--- config.mk ---
export PLATFORM = sky130hd
export DESIGN_NAME = hazard_tracker_flat
export DESIGN_NICKNAME = d
export VERILOG_FILES = /design/src/rtl/hazard_tracker_if.sv /design/src/rtl/hazard_tracker.sv /design/src/flat_wrapper.sv
export SDC_FILE = /design/constraint.sdc
export NUM_CORES = 1
export LEC_CHECK = 0
export ABC_AREA = 1
export BUFFER_PORTS_ARGS = -buffer_cell sky130_fd_sc_hd__buf_2
export CORE_UTILIZATION = 47
export CTS_CLUSTER_SIZE = 24
export DETAILED_ROUTE_END_ITERATION = 6
export MAX_ROUTING_LAYER = met4
export PLACE_DENSITY = 0.83
export SYNTH_ARGS = -nofsm -noshare
export SYNTH_HDL_FRONTEND = slang
export SYNTH_SLANG_ARGS = --single-unit
--- constraint.sdc ---
create_clock -name clk -period 1.5 [get_ports clk]
set_input_delay 0.15 -clock clk [delete_from_list [all_inputs] [get_ports clk]]
set_output_delay 0.15 -clock clk [all_outputs]
set_load 0.02 [all_outputs]
--- src/rtl/hazard_tracker_if.sv ---
// Pipeline hazard interface: decode-stage instruction metadata and the
// execute-stage redirect flowing into the tracker, forward selects,
// stall/flush controls and perf counters flowing back out.
interface hazard_tracker_if #(
    parameter int REG_ADDR_W = 5,
    parameter int PERF_CNT_W = 32
);
    logic [REG_ADDR_W-1:0] iRs1D;
    logic [REG_ADDR_W-1:0] iRs2D;
    logic [REG_ADDR_W-1:0] iRdD;
    logic                  iRegWriteD;
    logic                  iIsLoadD;
    logic                  iIsUpperD;
    logic                  iPcSrcE;
    logic [1:0]            oForwardAluOp1E;
    logic [1:0]            oForwardAluOp2E;
    logic                  oStallF;
    logic                  oStallD;
    logic                  oFlushD;
    logic                  oFlushE;
    logic [PERF_CNT_W-1:0] oStallCnt;
    logic [PERF_CNT_W-1:0] oFlushCnt;

    // Pipeline side: presents the decoded instruction and branch outcome
    modport master (
        output iRs1D, iRs2D, iRdD, iRegWriteD, iIsLoadD, iIsUpperD, iPcSrcE,
        input  oForwardAluOp1E, oForwardAluOp2E, oStallF, oStallD,
               oFlushD, oFlushE, oStallCnt, oFlushCnt
    );

    // Tracker side
    modport slave (
        input  iRs1D, iRs2D, iRdD, iRegWriteD, iIsLoadD, iIsUpperD, iPcSrcE,
        output oForwardAluOp1E, oForwardAluOp2E, oStallF, oStallD,
               oFlushD, oFlushE, oStallCnt, oFlushCnt
    );
endinterface

--- src/rtl/hazard_tracker.sv ---
// hazard_tracker: tracks destination-register metadata for the E, M and W
// stages, produces E-stage operand forward selects, detects load-use hazards
// and taken-branch redirects, and drives the stall/flush controls.
// Optional macro HAZARD_PERF_CNT_EN adds saturating stall/flush counters;
// without it the counter outputs are constant zero.
module hazard_tracker #(
    parameter int REG_ADDR_W = 5,
    parameter int PERF_CNT_W = 32
) (
    input  logic             clk,
    input  logic             rst_n,
    hazard_tracker_if.slave  bus
);

    typedef struct packed {
        logic [REG_ADDR_W-1:0] rs1;
        logic [REG_ADDR_W-1:0] rs2;
        logic [REG_ADDR_W-1:0] rd;
        logic                  regWrite;
        logic                  isLoad;
        logic                  isUpper;
    } eSlot_t;

    typedef struct packed {
        logic [REG_ADDR_W-1:0] rd;
        logic                  regWrite;
        logic                  isUpper;
    } mwSlot_t;

    eSlot_t  eSlot_q, eSlot_d;
    mwSlot_t mSlot_q, wSlot_q;

    logic loadUse;
    logic redirect;
    logic stallTaken;
    logic flushE;

    // Forward select for one operand: nearest writer wins, and an upper-type
    // producer routes through the immediate path regardless of its stage.
    function automatic logic [1:0] forwardSel(
        input logic [REG_ADDR_W-1:0] rsE,
        input mwSlot_t               m,
        input mwSlot_t               w
    );
        logic [1:0] sel;
        sel = 2'b00;
        if (rsE != '0) begin
            if (m.regWrite && m.rd == rsE) begin
                sel = m.isUpper ? 2'b11 : 2'b01;
            end else if (w.regWrite && w.rd == rsE) begin
                sel = w.isUpper ? 2'b11 : 2'b10;
            end
        end
        return sel;
    endfunction

    // Hazard detection and stall/flush control; a redirect discards the
    // decode instruction, so it overrides any load-use stall.
    always_comb begin
        loadUse    = eSlot_q.isLoad && eSlot_q.regWrite && (eSlot_q.rd != '0) &&
                     ((eSlot_q.rd == bus.iRs1D) || (eSlot_q.rd == bus.iRs2D));
        redirect   = bus.iPcSrcE;
        stallTaken = loadUse && !redirect;
        flushE     = loadUse || redirect;
    end

    assign bus.oStallF         = stallTaken;
    assign bus.oStallD         = stallTaken;
    assign bus.oFlushD         = redirect;
    assign bus.oFlushE         = flushE;
    assign bus.oForwardAluOp1E = forwardSel(eSlot_q.rs1, mSlot_q, wSlot_q);
    assign bus.oForwardAluOp2E = forwardSel(eSlot_q.rs2, mSlot_q, wSlot_q);

    // Next E-slot contents: the decode instruction, or a bubble when flushed
    always_comb begin
        eSlot_d = '0;
        if (!flushE) begin
            eSlot_d.rs1      = bus.iRs1D;
            eSlot_d.rs2      = bus.iRs2D;
            eSlot_d.rd       = bus.iRdD;
            eSlot_d.regWrite = bus.iRegWriteD;
            eSlot_d.isLoad   = bus.iIsLoadD;
            eSlot_d.isUpper  = bus.iIsUpperD;
        end
    end

    // Advance the E -> M -> W metadata shift register every cycle
    always_ff @(posedge clk or negedge rst_n) begin
        if (!rst_n) begin
            eSlot_q <= '0;
            mSlot_q <= '0;
            wSlot_q <= '0;
        end else begin
            eSlot_q          <= eSlot_d;
            mSlot_q.rd       <= eSlot_q.rd;
            mSlot_q.regWrite <= eSlot_q.regWrite;
            mSlot_q.isUpper  <= eSlot_q.isUpper;
            wSlot_q          <= mSlot_q;
        end
    end

`ifdef HAZARD_PERF_CNT_EN
    localparam logic [PERF_CNT_W-1:0] CntOne = PERF_CNT_W'(1);

    logic [PERF_CNT_W-1:0] stallCnt_q;
    logic [PERF_CNT_W-1:0] flushCnt_q;

    // Saturating counters of taken load-use stalls and redirect flushes
    always_ff @(posedge clk or negedge rst_n) begin
        if (!rst_n) begin
            stallCnt_q <= '0;
            flushCnt_q <= '0;
        end else begin
            if (stallTaken && (stallCnt_q != '1)) begin
                stallCnt_q <= stallCnt_q + CntOne;
            end
            if (redirect && (flushCnt_q != '1)) begin
                flushCnt_q <= flushCnt_q + CntOne;
            end
        end
    end

    assign bus.oStallCnt = stallCnt_q;
    assign bus.oFlushCnt = flushCnt_q;
`else
    assign bus.oStallCnt = {PERF_CNT_W{1'b0}};
    assign bus.oFlushCnt = {PERF_CNT_W{1'b0}};
`endif

endmodule

--- src/flat_wrapper.sv ---
// flat-port wrapper written by rule: the top's interface ports become plain ports
module hazard_tracker_flat 
#(
    parameter int REG_ADDR_W = 5,
    parameter int PERF_CNT_W = 32
)
  (clk, rst_n, bus_iRs1D, bus_iRs2D, bus_iRdD, bus_iRegWriteD, bus_iIsLoadD, bus_iIsUpperD, bus_iPcSrcE, bus_oForwardAluOp1E, bus_oForwardAluOp2E, bus_oStallF, bus_oStallD, bus_oFlushD, bus_oFlushE, bus_oStallCnt, bus_oFlushCnt);
  hazard_tracker_if #(.REG_ADDR_W(REG_ADDR_W), .PERF_CNT_W(PERF_CNT_W)) bus_i ();
  input  logic clk;
  input  logic rst_n;
  input wire logic [$bits(bus_i.iRs1D)-1:0] bus_iRs1D;
  input wire logic [$bits(bus_i.iRs2D)-1:0] bus_iRs2D;
  input wire logic [$bits(bus_i.iRdD)-1:0] bus_iRdD;
  input wire logic [$bits(bus_i.iRegWriteD)-1:0] bus_iRegWriteD;
  input wire logic [$bits(bus_i.iIsLoadD)-1:0] bus_iIsLoadD;
  input wire logic [$bits(bus_i.iIsUpperD)-1:0] bus_iIsUpperD;
  input wire logic [$bits(bus_i.iPcSrcE)-1:0] bus_iPcSrcE;
  output wire logic [$bits(bus_i.oForwardAluOp1E)-1:0] bus_oForwardAluOp1E;
  output wire logic [$bits(bus_i.oForwardAluOp2E)-1:0] bus_oForwardAluOp2E;
  output wire logic [$bits(bus_i.oStallF)-1:0] bus_oStallF;
  output wire logic [$bits(bus_i.oStallD)-1:0] bus_oStallD;
  output wire logic [$bits(bus_i.oFlushD)-1:0] bus_oFlushD;
  output wire logic [$bits(bus_i.oFlushE)-1:0] bus_oFlushE;
  output wire logic [$bits(bus_i.oStallCnt)-1:0] bus_oStallCnt;
  output wire logic [$bits(bus_i.oFlushCnt)-1:0] bus_oFlushCnt;
  assign bus_i.iRs1D = bus_iRs1D;
  assign bus_i.iRs2D = bus_iRs2D;
  assign bus_i.iRdD = bus_iRdD;
  assign bus_i.iRegWriteD = bus_iRegWriteD;
  assign bus_i.iIsLoadD = bus_iIsLoadD;
  assign bus_i.iIsUpperD = bus_iIsUpperD;
  assign bus_i.iPcSrcE = bus_iPcSrcE;
  assign bus_oForwardAluOp1E = bus_i.oForwardAluOp1E;
  assign bus_oForwardAluOp2E = bus_i.oForwardAluOp2E;
  assign bus_oStallF = bus_i.oStallF;
  assign bus_oStallD = bus_i.oStallD;
  assign bus_oFlushD = bus_i.oFlushD;
  assign bus_oFlushE = bus_i.oFlushE;
  assign bus_oStallCnt = bus_i.oStallCnt;
  assign bus_oFlushCnt = bus_i.oFlushCnt;
  hazard_tracker #(.REG_ADDR_W(REG_ADDR_W), .PERF_CNT_W(PERF_CNT_W)) u_core (.clk(clk), .rst_n(rst_n), .bus(bus_i));
endmodule
Yosys cells after proc, flatten, opt, wreduce, memory -nomap -nowiden

Cells that the tools add are included.

Magnitude comparators: 0
Add/subtract/negate cells: 0
$mul: 0
Reductions and logical operators: 14
Eq/ne operators: 6
Multiplexer cells: 9
Div/mod/pow operators: 0
Bitwise logic cells: 0
Shift operators: 0

Operators by type and width:

| cell                | count |
|---|---|
| equality test 5 bit | 6 |
| 2-to-1 mux 18 bit   | 1 |
| nonzero test 5 bit  | 3 |
| 2-to-1 mux 2 bit    | 7 |
| logical AND 1 bit   | 8 |
| logical OR 1 bit    | 2 |
| logical NOT 1 bit   | 1 |
| 2-to-1 mux 1 bit    | 1 |

Flip-flop bits (word level): 32
Output and inout bits: 72
Memories: 0
Bits in writable memories: 0
Bits in read-only memories: 0
Bits in latches: 0

Depth between registers and ports, before layout

Gate-level depths: netlist of run 1.

Depth after elaboration: 5
Mapped depth: 10
Mapped depth without buffers: 9

Worst setup path after synthesis of run 1

OpenSTA, ideal clock, no wires.

Path kind: reg-to-output
From: register u_core.eSlot_q[7] (netlist bit)
To: output port bus_oStallF
Stages on the path, launching flop included: 10
Setup slack: -0.004 ns
Required time: 1.350 ns
Arrival time: 1.354 ns
Cells stage by stage: dfrtp_1 inv_1 nand2_1 nand2_1 nor2_1 nand3_1 nand2_1 nand2_2 nor2_1 buf_4

Longest elaborated chain between the ends: 4
Elaborated cells on any way between the ends: 7

Ends and longest elaborated chain:

| element                                                   | RTL line                                   | text |
|---|---|---|
| from (decl)                                               | hazard_tracker.sv:30                       | `eSlot_t eSlot_q, eSlot_d;` |
| from (signal assigned)                                    | hazard_tracker.sv:94                       | `eSlot_q <= eSlot_d;` |
| equality test 5 bit or nonzero test 5 bit (tied branches) | hazard_tracker.sv:61, hazard_tracker.sv:60 |  |
| logical OR 1 bit or logical AND 1 bit (tied branches)     | hazard_tracker.sv:61, hazard_tracker.sv:60 |  |
| logical AND 1 bit *                                       | hazard_tracker.sv:60                       | `loadUse = eSlot_q.isLoad && eSlot_q.regWrite && (eSlot_q.rd != '0) &&` |
| logical AND 1 bit *                                       | hazard_tracker.sv:63                       | `stallTaken = loadUse && !redirect;` |
| to (decl)                                                 | flat_wrapper.sv:20                         | `output wire logic [$bits(bus_i.oStallF)-1:0] bus_oStallF;` |

Every way passes the cells marked *; elsewhere a longest branch is shown, timed or not.

Worst setup path after layout of run 1

From: register u_core.eSlot_q[15] (netlist bit)
To: output port bus_oForwardAluOp1E[1]

Longest elaborated chain between the ends: 5
Elaborated cells on any way between the ends: 8

Ends and longest elaborated chain:

| element             | RTL line             | text |
|---|---|---|
| equality test 5 bit | hazard_tracker.sv:50 | `end else if (w.regWrite && w.rd == rsE) begin` |
| logical AND 1 bit   | hazard_tracker.sv:50 |  |
| 2-to-1 mux 2 bit    | hazard_tracker.sv:50 |  |
| 2-to-1 mux 2 bit    | hazard_tracker.sv:48 | `if (m.regWrite && m.rd == rsE) begin` |
| 2-to-1 mux 2 bit *  | hazard_tracker.sv:47 | `if (rsE != '0) begin` |
| to (decl)           | flat_wrapper.sv:18   | `output wire logic [$bits(bus_i.oForwardAluOp1E)-1:0] bus_oForwardAluOp1E;` |

Marked as above.

==> flow_metrics.env, run 1 <==
export IMPL_run_status="finished with violations"
export IMPL_violations="setup timing"
export IMPL_detailed_route_drc_error_count=0
export IMPL_slew_limit_headroom=0.552
export IMPL_fp_coreArea_um2=4090
export IMPL_cp_start_kind="register"
export IMPL_critical_path_max_fanout=3
export IMPL_slowest_delay_ps=390
export IMPL_critPathArrivalTime_ps=1590
export IMPL_clkSinkCount=32
export IMPL_final_setup_viol_count=22
export IMPL_gp_congestion=0.839
export IMPL_yosysSeqAreaShare=0.393
export IMPL_post_synth_num_cell_types=16
export IMPL_synth_cells=276
export IMPL_fin_crit_sh=1.16
export IMPL_vias_in_the_first_global_route=1342
export IMPL_vias=1592
export IMPL_clkLatencyLatePin_ps=280
export IMPL_dr_wl_cell_um=10.6
export IMPL_cellPowerDensity_nw_per_um2=847
export IMPL_detail_route_wirelength_mm=3.96
export IMPL_cp_data_required_time_ps=1350
export IMPL_rows=23
export IMPL_min_delay_start="bus_iRdD[2]"
export IMPL_finClkSkew_ps=1.73
export IMPL_drive_above_1_share=0.348
export IMPL_number_of_enable_type_register_cells_in_the_synthesized_netlist=0
export IMPL_insertedDiodeCount=0
export IMPL_r2r_start="u_core.eSlot_q[7]"
export IMPL_worstRegToRegCells=10
export IMPL_yosysTopAreaCellShare=0.393
export IMPL_max_cap_violations=0
export IMPL_cpMaxStageDelayCell="dfrtp_1"
export IMPL_starting_density_of_the_core=0.498
export IMPL_first_iter_violations=30
export IMPL_via_per_inst=4.25
export IMPL_peak_usage_layer_in_the_global_routing_report="met2"
export IMPL_first_pass_iters=4
export IMPL_timing_fmax_mhz=573
export IMPL_worstSetupEndpointType="output pin"
export IMPL_critical_path_endpoint="bus_oForwardAluOp1E[1]"
export IMPL_detailedPlacementHpwl_mm=2.70
export IMPL_period_needed_ps=1740
export IMPL_gr_usage_met2=0.328
export IMPL_avg_inst_size_synth_um2=7.38
export IMPL_worst_slack_ps=-245
export IMPL_tritoncts="built"
export IMPL_mappedNetlistArea_um2=2040
export IMPL_crit_family="simple AND/OR/NAND/NOR gates"
export IMPL_setup_total_negative_slack_ps=-2410
export IMPL_tritoncts_num_buffers=5
export IMPL_most_frequent_cell_after_synthesis="buf_4"
export IMPL_clock_tree_htree_level_count=2
export IMPL_global_route_wire_length_before_repair_mm=5.72
export IMPL_holdCritPathClass="in2reg"
export IMPL_portBuffers=28
export IMPL_die_h_um=67.8
export IMPL_crit_type="reg2out"
export IMPL_antenna_found_initial=0
export IMPL_dpl_cell_area_um2=1980
export IMPL_met1_usage=0.176
export IMPL_r2r_end="u_core.eSlot_q[5]"
export IMPL_synthesized_flop_and_latch_total=32
export IMPL_die_width_um=67.8
export IMPL_postSynth_topFlopCell="dfrtp_1"
export IMPL_gr_total_overflow=0
export IMPL_commonest_cells_in_the_synthesized_netlist="66 x buf_4, 50 x nor2_1, 47 x inv_1"
export IMPL_synth_top_cells_by_area="dfrtp_1 39%, buf_4 24%, nor2_1 9.2%"
export IMPL_r2r_setup_slack_ps=-130
export IMPL_areaGrowthSynthToFinish_pct=21.4
export IMPL_dieArea_um2=4600
export IMPL_final_max_slew_viol_count=0
export IMPL_grt_total_usage=0.180
export IMPL_rsz0062_at_grt="yes"
export IMPL_synth_async_sr_flop_share=1.00
export IMPL_synthesis_warning_total=0
export IMPL_cts_max_path_buffers=2
export IMPL_cp_depth=8
export IMPL_boundary_pin_count=93
export IMPL_layout_nets=345
export IMPL_path_cells="buf_4 > nor2_1 > nor3_1 > nand3_1 > nand2_1 > nand2_2 > nor2_2 > buf_6"
export IMPL_layout_cell_area_non_filler_um2=2470
export IMPL_worst_setup_hold_path_clk_slew_ps=60
export IMPL_pin_count_of_the_biggest_net_entering_global_routing=33
export IMPL_route_antenna_remaining_nets=0
export IMPL_worst_path_buf_inv=2
export IMPL_vdd_ir_drop_worst_mv=0.735
export IMPL_critPathLaunch="u_core.eSlot_q[15]"
export IMPL_report_final_hold_viol_count=0
export IMPL_synth_area_leader_cell="dfrtp_1"
export IMPL_clk_root_buffer_cell="clkbuf_8"
export IMPL_cellLeakagePower_nw=1.39
export IMPL_final_fill_count=328
export IMPL_met3_usage=0.0400
export IMPL_timing_worst_slew_pin_value_ps=672
==> flip-flops by register name, summed over array words and instances, names as in the netlist <==
signal          cells
u_core.mSlot_q      7
u_core.wSlot_q      7
u_core.eSlot_q     18
==> worst min path at each step <==
stage                        endpoint  slack, ps  cells past startpoint
floorplan           u_core.eSlot_q[0]       -150                      0
global placement    u_core.eSlot_q[4]        220                      1
detailed placement  u_core.eSlot_q[4]        220                      1
CTS                 u_core.eSlot_q[2]         70                      3
global route        u_core.eSlot_q[5]        100                      3
finish              u_core.eSlot_q[5]         90                      3
==> through the flow <==
| step | total power, mW | setup slack, ps | instances | hold WS, ps | util |
|---|---|---|---|---|---|
| detailed placement | 1.32 | 37.4 | 351 | 221 | 0.484 |
| global route | 2.21 | -385 | 375 | 97.3 | 0.605 |
| global placement | 1.32 | 77.8 | 351 | 215 | 0.484 |
| CTS | 2.02 | -192 | 366 | 67.5 | 0.536 |
| floorplan | 1.36 | 119 | 339 | -146 | - |
| finish | 2.09 | -245 | 375 | 92.4 | 0.605 |
==> cells in the final DEF, fill, tap and decap left out <==
cell type      count
buf_6              8
o21ai_2            2
nand2_4            2
dfrtp_1           27
buf_4             12
clkbuf_16          1
xnor2_1            2
conb_1            64
inv_2             14
dfrtp_2            5
a21oi_2            1
a21oi_4            1
buf_12             1
nor2_4            10
nand3_2            2
clkbuf_8           6
nand2_1           36
nand3_1            8
nor2_1            28
nor2_2            13
o22ai_2            1
dlygate4sd3_1      1
clkbuf_1           2
nor3_2             5
buf_2             21
o21ai_0            6
o22ai_1            1
nand2_2            7
inv_1             33
nor3_1             4
buf_8              1
==> cell type report <==
cell class	instances	area, um2	share of cell area
multi-input cells	193	980	0.396
flip-flops and latches	32	807	0.327
inverters	47	176	0.0714
repair buffers	45	355	0.144
clock buffers	8	90.1	0.0365
well taps	50	62.6	0.0253
==> per-layer routing <==
layer | vias up | part of all wire
met2 | 59 | 0.55
met4 | 0 | 0.055
met5 | - | 0
li1 | 785 | -
met1 | 730 | 0.36
met3 | 18 | 0.037
==> where the power goes <==
| group | switching (mW) | internal (mW) |
|---|---|---|
| clock | 0.285 | 0.373 |
| sequential | 0.0464 | 0.910 |
| combinational | 0.330 | 0.149 |
==> repair_timing <==
item,in CTS,in global routing
pin swaps,16,18
endpoints found under the hold margin,32,0
endpoints found under the setup margin,7,22
hold buffers,1,0
buffers inserted,6,8
gates cloned,0,1
resized for setup,28,65
==> cell families after synthesis <==
logic type | Yosys count | synth area share
compound gates | 12 | 0.0307
xor+xnor | 2 | 0.00861
buf+inv | 114 | 0.336
flops | 32 | 0.393
other cells | 1 | 0.00184
simple gates | 115 | 0.230
==> tightest hold or removal path: stages <==
cell and delay (ps):
buf_2 100, inv_1 50, nor2_2 40
Power figures use the tool's default switching activity.
==> run 2, diff against run 1 <==
--- a/config.mk
+++ b/config.mk
@@ -7,11 +7,13 @@
 export LEC_CHECK = 0
 export ABC_AREA = 1
 export BUFFER_PORTS_ARGS = -buffer_cell sky130_fd_sc_hd__buf_2
-export CORE_UTILIZATION = 47
+export CELL_PAD_IN_SITES_DETAIL_PLACEMENT = 1
+export CELL_PAD_IN_SITES_GLOBAL_PLACEMENT = 1
+export CORE_UTILIZATION = 32
 export CTS_CLUSTER_SIZE = 24
 export DETAILED_ROUTE_END_ITERATION = 6
 export MAX_ROUTING_LAYER = met4
-export PLACE_DENSITY = 0.83
+export PLACE_DENSITY = 0.82
 export SYNTH_ARGS = -nofsm -noshare
 export SYNTH_HDL_FRONTEND = slang
 export SYNTH_SLANG_ARGS = --single-unit
==> constraint.sdc (replaced) <==
create_clock -name clk -period 1.7 [get_ports clk]
set_input_delay 0.17 -clock clk [delete_from_list [all_inputs] [get_ports clk]]
set_output_delay 0.17 -clock clk [all_outputs]
set_load 0.02 [all_outputs]
==> flow_metrics.env, run 2 (synthesis results as in run 1) <==
export IMPL_tritoncts_num_buffers=5
export IMPL_r2r_start="u_core.eSlot_q[7]"
export IMPL_vias=1597
export IMPL_antenna_found_initial=0
export IMPL_largestRegisters="u_core.eSlot_q: 18 flops, u_core.mSlot_q: 7 flops, u_core.wSlot_q: 7 flops"
export IMPL_die_h_um=81.8
export IMPL_path_cells="inv_2 > nand2_2 > a21oi_2 > nand3_2 > nand2_1 > nand2_1 > nor2_1 > buf_4"
export IMPL_critPathArrivalTime_ps=1570
export IMPL_die_width_um=81.8
export IMPL_timing_fmax_mhz=576
export IMPL_final_hold_worst_slack_ps=89.2
export IMPL_slowest_delay_ps=420
export IMPL_period_needed_ps=1740
export IMPL_critical_path_max_fanout=4
export IMPL_detail_route_wirelength_mm=4.60
export IMPL_multiInputGateArea_um2=886
export IMPL_fin_crit_sh=1.02
export IMPL_timing_worst_slew_pin_value_ps=684
export IMPL_crit_type="reg2out"
export IMPL_largest_register_ff_count=18
export IMPL_clock_tree_htree_level_count=2
export IMPL_pin_count_of_the_biggest_net_entering_global_routing=33
export IMPL_cts_max_path_buffers=2
export IMPL_final_setup_viol_count=4
export IMPL_cellLeakagePower_nw=1.38
export IMPL_boundary_pin_count=93
export IMPL_gp_congestion=0.875
export IMPL_clkSinkCount=32
export IMPL_min_delay_start="bus_iRdD[3]"
export IMPL_max_cap_violations=0
export IMPL_slew_limit_headroom=0.544
export IMPL_register_with_the_highest_flop_count="u_core.eSlot_q"
export IMPL_cpMostUsedCell="nand2_1"
export IMPL_via_per_inst=4.00
export IMPL_cpMaxStageDelayCell="dfrtp_1"
export IMPL_route_antenna_remaining_nets=0
export IMPL_postLayoutCoreUtil=0.396
export IMPL_areaGrowthSynthToFinish_pct=17.3
export IMPL_final_seq_area_um2=807
export IMPL_drive_above_1_share=0.287
export IMPL_report_final_hold_viol_count=0
export IMPL_cp_data_required_time_ps=1530
export IMPL_most_common_layout_cells="64 x conb_1, 47 x nor2_1, 35 x inv_1, 35 x nand2_1, 27 x dfrtp_1"
export IMPL_portBuffers=28
export IMPL_first_pass_iters=3
export IMPL_grt_total_usage=0.140
export IMPL_rows=28
export IMPL_critPathLaunch="u_core.eSlot_q[11]"
export IMPL_setup_total_negative_slack_ps=-98.5
export IMPL_final_max_slew_viol_count=0
export IMPL_worst_slack_ps=-36.9
export IMPL_insertedDiodeCount=0
export IMPL_detailedPlacementHpwl_mm=3.48
export IMPL_layout_nets=344
export IMPL_starting_density_of_the_core=0.338
export IMPL_rsz0062_at_grt="yes"
export IMPL_holdCritPathClass="in2reg"
export IMPL_fp_coreArea_um2=6030
export IMPL_finClkSkew_ps=8.18
export IMPL_worstSetupEndpointType="output pin"
export IMPL_worst_setup_hold_path_clk_slew_ps=70
export IMPL_run_status="finished with violations"
export IMPL_cellPowerDensity_nw_per_um2=845
export IMPL_dr_wl_cell_um=11.5
export IMPL_gr_total_overflow=0
export IMPL_detailed_route_drc_error_count=0
export IMPL_vdd_ir_drop_worst_mv=0.816
export IMPL_place_ws_ps=207
export IMPL_global_route_wire_length_before_repair_mm=6.69
export IMPL_first_iter_violations=23
export IMPL_vias_in_the_first_global_route=1492
export IMPL_layout_cells_most_common="conb_1"
export IMPL_clk_root_buffer_cell="clkbuf_8"
export IMPL_tritoncts="built"
export IMPL_violations="setup timing"
export IMPL_totalPowerFinal_mw=2.02
export IMPL_cp_start_kind="register"
export IMPL_final_fill_count=786
export IMPL_clkLatencyLatePin_ps=280
export IMPL_dieArea_um2=6680
==> run 2: cell count changes in the layout (fill, tap and decap cells not counted), sizes merged <==
| cell | delta |
|---|---|
| bufinv | +1 |
| clkbuf | -2 |
==> run 2: what timing repair did <==
action / CTS / global route
gates resized for setup: 17 / 39
hold buffers: 1 / 0
buffers inserted: 11 / 3
endpoints found under the setup margin: 7 / 9
pin swaps: 6 / 21
hold endpoints to repair: 32 / 0
==> run 2: area by class of cell <==
class,count,area share
multi-input combinational,193,0.371
timing repair buffer,44,0.125
clock buffer,7,0.0403
clock inverter,1,0.0126
tap,75,0.0393
sequential,32,0.338
inverter,47,0.0739
==> run 2: through the flow <==
stage               std cells  area [um2]
floorplan                 339        2270
global placement          376        2010
detailed placement        376        2010
CTS                       396        2270
global route              399        2390
finish                    399        2390
==> run 2: path summary, 6_finish.rpt <==
check / to / slack, ps / cells after the start
worst max-delay path: bus_oForwardAluOp2E[0] / -40 / 8
worst min-delay path: u_core.eSlot_q[6] / 90 / 3
worst max register to register: u_core.eSlot_q[0] / 60 / 10
worst min register to register: u_core.mSlot_q[0] / 360 / 0
max in group asynchronous: u_core.eSlot_q[3] / 740 / 2
min in group asynchronous: u_core.eSlot_q[7] / 470 / 2
==> run 2: where the power goes <==
part	switching (mW)	internal [mW]
sequential	0.0437	0.802
combinational	0.276	0.111
clock	0.269	0.517
total	0.589	1.43
==> run 2: routing by layer <==
layer / routed length (um) / GRT usage / vias to the layer above
met2: 2590 / 0.248 / 42
met3: 142 / 0.0244 / 6
met1: 1800 / 0.154 / 773
met5: 0 / - / -
li1: - / - / 776
met4: 72 / 0.0579 / 0
==> run 2: critical path: cells and delay by family (launching register included) <==
kind	cells	cell delay, ps
and+or+nand+nor	5	430
DFF	1	420
buffers and inverters	2	260
AOI/OAI and AO/OA	1	180
==> run 3, diff against run 2 <==
==> constraint.sdc (replaced) <==
create_clock -name clk -period 1.8 [get_ports clk]
set_input_delay 0.18 -clock clk [delete_from_list [all_inputs] [get_ports clk]]
set_output_delay 0.18 -clock clk [all_outputs]
set_load 0.02 [all_outputs]
==> flow_metrics.env, run 3 (synthesis results as in run 1) <==
export IMPL_starting_density_of_the_core=0.338
export IMPL_die_width_um=81.8
export IMPL_slew_limit_headroom=0.537
export IMPL_rows=28
export IMPL_final_hold_worst_slack_ps=100
export IMPL_worstSetupEndpointType="output pin"
export IMPL_timing_fmax_mhz=573
export IMPL_layout_nets=342
export IMPL_crit_type="reg2out"
export IMPL_vias_in_the_first_global_route=1478
export IMPL_first_pass_iters=4
export IMPL_most_common_layout_cells="64 x conb_1, 42 x nor2_1, 41 x nand2_1"
export IMPL_detailedPlacementHpwl_mm=3.31
export IMPL_finClkSkew_ps=5.54
export IMPL_fp_coreArea_um2=6030
export IMPL_clkSinkCount=32
export IMPL_max_cap_violations=0
export IMPL_cp_data_required_time_ps=1620
export IMPL_worst_setup_hold_path_clk_slew_ps=70
export IMPL_largestRegisters="u_core.eSlot_q: 18 flops, u_core.mSlot_q: 7 flops, u_core.wSlot_q: 7 flops"
export IMPL_global_route_wire_length_before_repair_mm=6.57
export IMPL_critPathArrivalTime_ps=1570
export IMPL_via_per_inst=4.02
export IMPL_final_setup_viol_count=0
export IMPL_detailed_route_drc_error_count=0
export IMPL_portBuffers=28
export IMPL_cellPowerDensity_nw_per_um2=748
export IMPL_antenna_found_initial=0
export IMPL_vias=1596
export IMPL_dr_wl_cell_um=10.9
export IMPL_period_needed_ps=1750
export IMPL_cpMostUsedCell="nand2_2"
export IMPL_detail_route_wirelength_mm=4.31
export IMPL_vdd_ir_drop_worst_mv=0.276
export IMPL_boundary_pin_count=93
export IMPL_whs_path_depth=3
export IMPL_cellLeakagePower_nw=1.34
export IMPL_pin_count_of_the_biggest_net_entering_global_routing=33
export IMPL_areaGrowthSynthToFinish_pct=12.5
export IMPL_final_fill_count=790
export IMPL_tritoncts="built"
export IMPL_grt_total_usage=0.138
export IMPL_dpl_cell_area_um2=2010
export IMPL_run_status="finished clean"
export IMPL_totalPowerFinal_mw=1.71
export IMPL_register_with_the_highest_flop_count="u_core.eSlot_q"
export IMPL_final_max_slew_viol_count=0
export IMPL_worstRegToRegCells=11
export IMPL_fin_crit_sh=0.970
export IMPL_cpMaxStageDelayCell="dfrtp_1"
export IMPL_layout_cell_area_non_filler_um2=2290
export IMPL_rsz0062_at_grt="yes"
export IMPL_dieArea_um2=6680
export IMPL_gr_total_overflow=0
export IMPL_cp_start_kind="register"
export IMPL_gp_congestion=0.850
export IMPL_slowest_delay_ps=450
export IMPL_clkLatencyLatePin_ps=280
export IMPL_clk_root_buffer_cell="clkbuf_8"
export IMPL_first_iter_violations=34
export IMPL_clock_tree_htree_level_count=2
export IMPL_path_cells="inv_2 > nor2_1 > nor3_1 > nand3_1 > nand2_2 > nand2_2 > nor2_2 > buf_6"
export IMPL_largest_register_ff_count=18
export IMPL_report_final_hold_viol_count=0
export IMPL_holdCritPathClass="in2reg"
export IMPL_cts_max_path_buffers=2
export IMPL_critical_path_max_fanout=4
export IMPL_layout_cells_most_common="conb_1"
export IMPL_route_antenna_remaining_nets=0
export IMPL_die_h_um=81.8
export IMPL_tritoncts_num_buffers=5
export IMPL_drive_above_1_share=0.261
export IMPL_timing_worst_slew_pin_value_ps=695
export IMPL_insertedDiodeCount=0
## run 3: area by class of cell
cell class	count	area, um2	share of cell area
multi-input combinational	193	851	0.372
sequential	32	807	0.352
timing repair buffer	42	269	0.117
inverter	47	176	0.0770
tap	75	93.8	0.0410
clock buffer	6	82.6	0.0361
clock inverter	2	10.0	0.00437
## run 3: timing repair
action                                  4_1_cts  5_1_grt
hold endpoints to repair                     32        0
setup buffers                                 0       12
resized for setup                             0       42
endpoints found under the setup margin        0        7
hold buffers                                  1        0
## run 3: power by group
part | internal [mW] | total, mW | switching (mW) | leakage [nW]
Sequential | 0.758 | 0.795 | 0.0374 | 0.406
Combinational | 0.0972 | 0.351 | 0.254 | 0.884
Clock | 0.305 | 0.565 | 0.261 | 0.0510
## run 3: worst paths after layout
| kind | start | to | slack [ps] |
|---|---|---|---|
| setup / recovery | u_core.eSlot_q[17] | bus_oForwardAluOp1E[1] | 50 |
| hold / removal | bus_iRdD[3] | u_core.eSlot_q[6] | 100 |
| setup reg to reg | u_core.eSlot_q[7] | u_core.eSlot_q[14] | 270 |
| hold reg to reg | u_core.eSlot_q[0] | u_core.mSlot_q[0] | 360 |
| max in group asynchronous | rst_n | u_core.mSlot_q[3] | 830 |
| min in group asynchronous | rst_n | u_core.eSlot_q[5] | 480 |
## run 3: critical path: cells and delay by family, from the launching register on
family                 cells  cell delay [ps]
buffers and inverters      2              210
flip-flops                 1              450
AND/OR/NAND/NOR            6              640
## run 3: per-layer routing
layer	GRT usage	vias to the layer above	wire length, um
met5	-	-	0
met1	0.164	764	1750
li1	-	775	-
met2	0.220	48	2270
met3	0.0300	9	183
met4	0.0702	0	103
## run 3: stage by stage
| step | worst slack, ps | util | cells | setup TNS [ps] |
|---|---|---|---|---|
| floorplan | 266 | - | 339 | 0 |
| global placement | 298 | 0.333 | 376 | 0 |
| detailed placement | 310 | 0.333 | 376 | 0 |
| CTS | 3.00 | 0.350 | 385 | 0 |
| global route | -84.9 | 0.380 | 397 | -179 |
| finish | 54.5 | 0.380 | 397 | 0 |
